### config.mk
export PLATFORM = sky130hd
export DESIGN_NAME = fifo_read_control
export DESIGN_NICKNAME = d
export VERILOG_FILES = /design/src/rtl/fifo_read_control.sv
export SDC_FILE = /design/constraint.sdc
export NUM_CORES = 1
export LEC_CHECK = 0
export ABC_AREA = 0
export CORE_MARGIN = 2
export CORE_UTILIZATION = 30
export CTS_BUF_LIST = sky130_fd_sc_hd__clkbuf_8
export CTS_CLUSTER_SIZE = 12
export DETAILED_ROUTE_END_ITERATION = 7
export GPL_ROUTABILITY_DRIVEN = 0
export PLACE_DENSITY = 0.61
export SLEW_MARGIN = 30
export SYNTH_ARGS = -nofsm -noshare
export SYNTH_HDL_FRONTEND = slang
export SYNTH_SLANG_ARGS = --single-unit
### constraint.sdc
create_clock -name clock_read -period 10 [get_ports clock_read]
set_input_delay 1 -clock clock_read [delete_from_list [all_inputs] [get_ports clock_read]]
set_output_delay 1 -clock clock_read [all_outputs]
set_load 0.05 [all_outputs]
### src/rtl/fifo_read_control.sv
// Read-side control for a dual-clock FIFO: synchronizes the Gray write
// pointer into the read clock domain, keeps the read pointer, and produces
// the registered empty flag, fill level, popped data and underflow pulse.
module fifo_read_control #(
    parameter int DATA_WIDTH  = 16,
    parameter int ADDR_WIDTH  = 6,
    parameter int SYNC_STAGES = 2
) (
    input  logic                  clock_read,
    input  logic                  reset_read_n,
    input  logic [ADDR_WIDTH:0]   write_pointer_gray,
    input  logic [DATA_WIDTH-1:0] read_data,
    input  logic                  read_enable,
    output logic [ADDR_WIDTH-1:0] read_address,
    output logic [ADDR_WIDTH:0]   read_pointer_gray,
    output logic                  empty,
    output logic [DATA_WIDTH-1:0] data_out,
    output logic                  data_valid,
    output logic                  underflow,
    output logic [ADDR_WIDTH:0]   fill_level
);

    localparam int PW = ADDR_WIDTH + 1;

    function automatic logic [PW-1:0] bin_to_gray(input logic [PW-1:0] b);
        return b ^ (b >> 1);
    endfunction

    function automatic logic [PW-1:0] gray_to_bin(input logic [PW-1:0] g);
        logic [PW-1:0] b;
        b[PW-1] = g[PW-1];
        for (int i = PW - 2; i >= 0; i--) begin
            b[i] = b[i+1] ^ g[i];
        end
        return b;
    endfunction

    logic [PW-1:0] sync_q [SYNC_STAGES];
    logic [PW-1:0] wptr_sync;
    logic [PW-1:0] wptr_bin;
    logic [PW-1:0] rbin;
    logic [PW-1:0] rbin_next;
    logic [PW-1:0] rgray_next;
    logic          pop;

    assign wptr_sync    = sync_q[SYNC_STAGES-1];
    assign read_address = rbin[ADDR_WIDTH-1:0];

    // Multi-flop synchronizer for the write pointer; only the last stage is consumed.
    always_ff @(posedge clock_read) begin
        if (!reset_read_n) begin
            for (int s = 0; s < SYNC_STAGES; s++) begin
                sync_q[s] <= '0;
            end
        end else begin
            sync_q[0] <= write_pointer_gray;
            for (int s = 1; s < SYNC_STAGES; s++) begin
                sync_q[s] <= sync_q[s-1];
            end
        end
    end

    // Next-pointer computation; empty and fill look ahead at the post-pop pointer.
    always_comb begin
        pop        = read_enable & ~empty;
        rbin_next  = rbin + {{(PW-1){1'b0}}, pop};
        rgray_next = bin_to_gray(rbin_next);
        wptr_bin   = gray_to_bin(wptr_sync);
    end

    // Pointer, status flags and popped data; reset overrides any pop.
    always_ff @(posedge clock_read) begin
        if (!reset_read_n) begin
            rbin              <= '0;
            read_pointer_gray <= '0;
            empty             <= 1'b1;
            data_out          <= '0;
            data_valid        <= 1'b0;
            underflow         <= 1'b0;
            fill_level        <= '0;
        end else begin
            rbin              <= rbin_next;
            read_pointer_gray <= rgray_next;
            empty             <= (rgray_next == wptr_sync);
            fill_level        <= wptr_bin - rbin_next;
            underflow         <= read_enable & empty;
            data_valid        <= pop;
            if (pop) begin
                data_out <= read_data;
            end
        end
    end

endmodule

---- After elaboration in Yosys (flattened, before gate mapping) ----
Memories as Yosys holds them, arrays and structs flattened.
Index checks and enable logic that the tools add are counted.
storage, ports and cells
  memory bits (read-only) ................. 0
  output and inout bits ................... 39
  input port bits ......................... 26
  memories kept ........................... 1
  word-level logic and storage cells ...... 27
  bits in latches ......................... 0
  memory bits (writable) .................. 14
  register bits ........................... 40
cells by class
  shifts and indexed selects .............. 0
  $lt $le $gt $ge ......................... 0
  reduce and logical (&&, ||, !) cells .... 0
  mux-type cells .......................... 4
  bitwise logic cells ..................... 12
  add/sub/neg operators ................... 2
  divide/modulo/power cells ............... 0
  eq/ne operators ......................... 1
  multipliers ............................. 0
memory list
  name    words  bits a word  read ports  clocked after memory_dff  write ports  RTL line  text
  sync_q  2      7            2           0                         2            38        logic [PW-1:0] sync_q [SYNC_STAGES];
operators with widths
  cell         count
  $mux 7       2
  $add 7x1->7  1
  $eq 7x7->1   1
  $sub 7x7->7  1
  $xor 7x6->7  1
  $xor 1x1->1  6
  $and 1x1->1  2
  $mux 1       2
  $or 1x1->1   2
  $not 1->1    1

---- Depth between registers and ports, before layout ----
  depth after elaboration ................. 7
  depth in mapped cells ................... 14
  mapped depth without buffers ............ 11

---- Least setup slack after synthesis ----
No wires, ideal clock.
  path type ............................... input to register
  from .................................... input port read_enable
  to ...................................... register fill_level[5]
  arrival ................................. 3,947 ps
  setup time .............................. 72 ps
  required time ........................... 9,928 ps
  setup slack ............................. 5,981 ps
  buffers on the path ..................... 3
  stages on the path ...................... 14
  cells stage by stage .................... nand2b_1 clkbuf_1 clkinv_1 clkbuf_1 ha_1 buf_2 xor2_1 inv_1 ha_1 a21o_1 maj3_1 a211o_1 a2bb2oi_1 mux2i_1
between the ends
  longest elaborated chain between the ends .. 3
RTL lines
  item                  RTL line  text
  from (decl)           13        input logic read_enable,
  $and 1x1->1           65        pop = read_enable & ~empty;
  net pop               44        logic pop;
  $add 7x1->7           66        rbin_next = rbin + {{(PW-1){1'b0}}, pop};
  $sub 7x7->7           85        fill_level <= wptr_bin - rbin_next;
  to (signal assigned)  85
  to (decl)             20        output logic [ADDR_WIDTH:0] fill_level
The timed path passes the listed nets, and every way through them passes these cells.
A chain may end at the register's enable or synchronous reset.

---- Worst setup path after layout ----
  from .................................... input port read_enable
  to ...................................... register fill_level[5]
between the ends
  longest elaborated chain between the ends .. 3
RTL lines
  item         RTL line
  $and 1x1->1  65
  $add 7x1->7  66
  $sub 7x7->7  85
No other way between the ends.

==> impl_results.md <==
* Die width at between 90 and 100 microns
* Worst-path clk slew at 100 ps
* #FFs+latches synth at 53
* CTS Buf Count at 5
* Hold-fix buffers, CTS at 0
* Post-CTS Setup Inserts at 0
* Synth Instances at ~240
* Total global routing overflow at 0
* Max-slew headroom at 0.5948
* Synth Area in Compound Gates at 0.09856
* Row Count at 32
* Post-route DRC at 0
* CP most frequent cell: ha_1
* Slew Limit Fails at 0
* Inst Count DP at slightly below 400
* Vias/cell at 4.347
* Clock power frac at 0.281
* Final hold violation count at 0
* Adder-cell share of the synthesized area at 0.05807
* Initial antenna violation count at 0
* NetSw at 0.1624 mW
* DP HPWL at 3289 microns
* Largest net degree at the start of global routing at 57
* Sink Count at between 50 and 60
* Leak pwr at about 1.2 nW
* Cells along the critical path: clkdlybuf4s50_1 > nand2b_1 > clkinv_1 > ha_1 > xor2_1 > inv_1 > ha_1 > a21o_1 > maj3_1 > a211o_1 > a2bb2oi_1 > mux2i_1
* Sw Share at 0.3104
* Antenna Cells at 0
* Initial core utilization at 0.3071
* Max clock buf depth at 2
* Syn avg cell area at around 10 sq um
* Crit end category: flip-flop
* Async SR Flop Fraction at 0
* Distinct cells, synth at 45
* Most common cell after layout, fill and taps aside: clkdlybuf4s50_1
* Outcome: completed
* Worst setup SP type: input port
* RSZ-0062 raised after global routing: false
* Tmin final at ~4800 ps
* Actual slew at the worst max-slew pin at 607.8 ps
* First-pass GRT wire length at approximately 7600 microns
* Synth Area in Simple Gates at 0.1945
* Max-cap violations at 0
* Proportion of power drawn by combinational gates at 0.273
* Worst min path class: flip-flop to flip-flop
* I/O pin cnt at 65
* CP max FO at 19
* Die Span Y at just over 90 microns
* Syn_nets at between 200 and 300
* DR WL/cell at ~12 microns
* Setup TNS at 0 ps
* XOR/XNOR Fraction of Synth Area at 0.1566
* Worst EP arrival at around 5000 ps
* Power Internal at ~0.36 mW
* Mux cell area share after synthesis at 0.004262
* Post-synth design cell area at roughly 2300 sq um
* Critical path class: input port to flip-flop
* Final setup fails at 0
* Layout area overhead at 34.95%
* Vias in the first global route at 1,678
* Sequential Power Share at 0.446
* Most used DFF post-synth: dfxtp_1
* Root Driver: clkbuf_8
* Htree depth at 2
* Core Box Area at approximately 7600 sq um
* Synth Warn # at 0
* Setup Skew at 9.009 ps
* Detail Route Antenna Nets at 0
* Crit-path max cell delay at between 600 and 700 ps
* Worst-Skew Late Latency at around 310 ps
* Final Non-Filler Cells at between 300 and 400
* Crit-path slowest cell: clkinv_1
* EDFF count, synth at 0
* Die footprint at roughly 8600 sq um
* Port-buffer cells at 64
* Worst VDD drop at between 80 and 90 uV
* Gr usage total at 0.1100
* Fmax at ~210 MHz
* Largest family of logic cells by synthesized area: simple AND/OR/NAND/NOR gates
* Number of DRC markers in iteration 0 at 68
* Drt total wl at around 4600 microns
* Most frequent cells in the layout: 64 x clkdlybuf4s50_1, 53 x dfxtp_1, 36 x nand2_1
* Power Density at 165.1 nW/um^2
* Sequential area share after synthesis at 0.4518
* Fill cells at 753
* Post-CTS Resized at 0
* Via count of the routed design at roughly 1,700
* Layout cell share with drive strength beyond 1 at 0.05743
* CTS tree: built
* Worst EP required at slightly above 10,000 ps
* Drt pass-1 iters at 4
* Fin crit share at 0.4830
* Nets at about 330
* Tot Pwr at ~0.52 mW
[synthesized netlist by cell type, types with 6 or more instances]
cell type	n	share of area
xnor2_1	18	0.067
clkbuf_1	8	0.013
and2_1	25	0.067
a21boi_0	17	0.054
xor2_1	13	0.048
ha_1	6	0.032
nand2_1	36	0.058
dfxtp_1	53	0.45
nor2b_1	9	0.024
[critical path, delay by kind of cell]
family | cells | cell delay, ps
buffers and inverters | 3 | 1170
adder cells (fa/ha/maj) | 3 | 1170
AO/OA/AOI/OAI | 3 | 700
AND/OR/NAND/NOR | 1 | 450
XOR/XNOR | 1 | 370
multiplexers | 1 | 200
[cells by family after synthesis]
family	Yosys count
adders and majority gates	11
muxes	1
xor gates and xnor gates	36
AOI/OAI and AO/OA	31
buffers and inverters	17
DFF	53
and+or+nand+nor	87
[final timing paths]
kind	slack, ps	endpoint	start	cells past startpoint
max	5170	fill_level[5]$_SDFF_PN0_	read_enable	12
min	440	sync_q[0][9]$_SDFF_PN0_	sync_q[0][2]$_SDFF_PN0_	1
max reg2reg	5890	fill_level[5]$_SDFF_PN0_	empty$_SDFF_PN1_	11
min reg2reg	440	sync_q[0][9]$_SDFF_PN0_	sync_q[0][2]$_SDFF_PN0_	1
[cell type report]
cell class              instances  area, sq um  area share
multi-input cells             166         1202      0.3794
flip-flops and latches         53         1061      0.3348
repair buffers                 65        648.1      0.2045
well taps                     102        127.6     0.04027
clock buffers                   5        68.82     0.02171
clock inverters                 3        46.29     0.01461
inverters                       4        15.01    0.004737
[registers in the layout, indices dropped and copies added, names as in the netlist]
register,cells
data_out,16
sync_q,14
fill_level,7
read_pointer_gray,7
rbin,6
data_valid,1
empty,1
underflow,1
[through the flow]
step	instance area (sq um)	setup slack (ps)	utilization	hold WS (ps)
floorplan	2349	5981	-	411.9
global placement	3054	4894	0.3994	414.5
detailed placement	3054	4819	0.3994	417.7
CTS	3169	5141	0.4144	441.2
global route	3169	4811	0.4144	451.4
finish	3169	5170	0.4144	439.5
[power groups by stage]
| stage | logic, mW | registers, mW | clock network (mW) |
|---|---|---|---|
| floorplan | 0.0550 | 0.282 | 0 |
| global placement | 0.142 | 0.239 | 0 |
| detailed placement | 0.145 | 0.238 | 0 |
| CTS | 0.145 | 0.234 | 0.151 |
| global route | 0.155 | 0.235 | 0.160 |
| finish | 0.143 | 0.233 | 0.147 |
[layer usage]
layer	vias to the layer above	global-route usage	routed length, microns
li1	882	-	-
met1	790	0.1352	2189
met2	53	0.1880	2069
met3	5	0.03092	317
met4	0	0.03109	36
met5	-	0	0
Note: power is estimated with default switching activity, not from simulation.
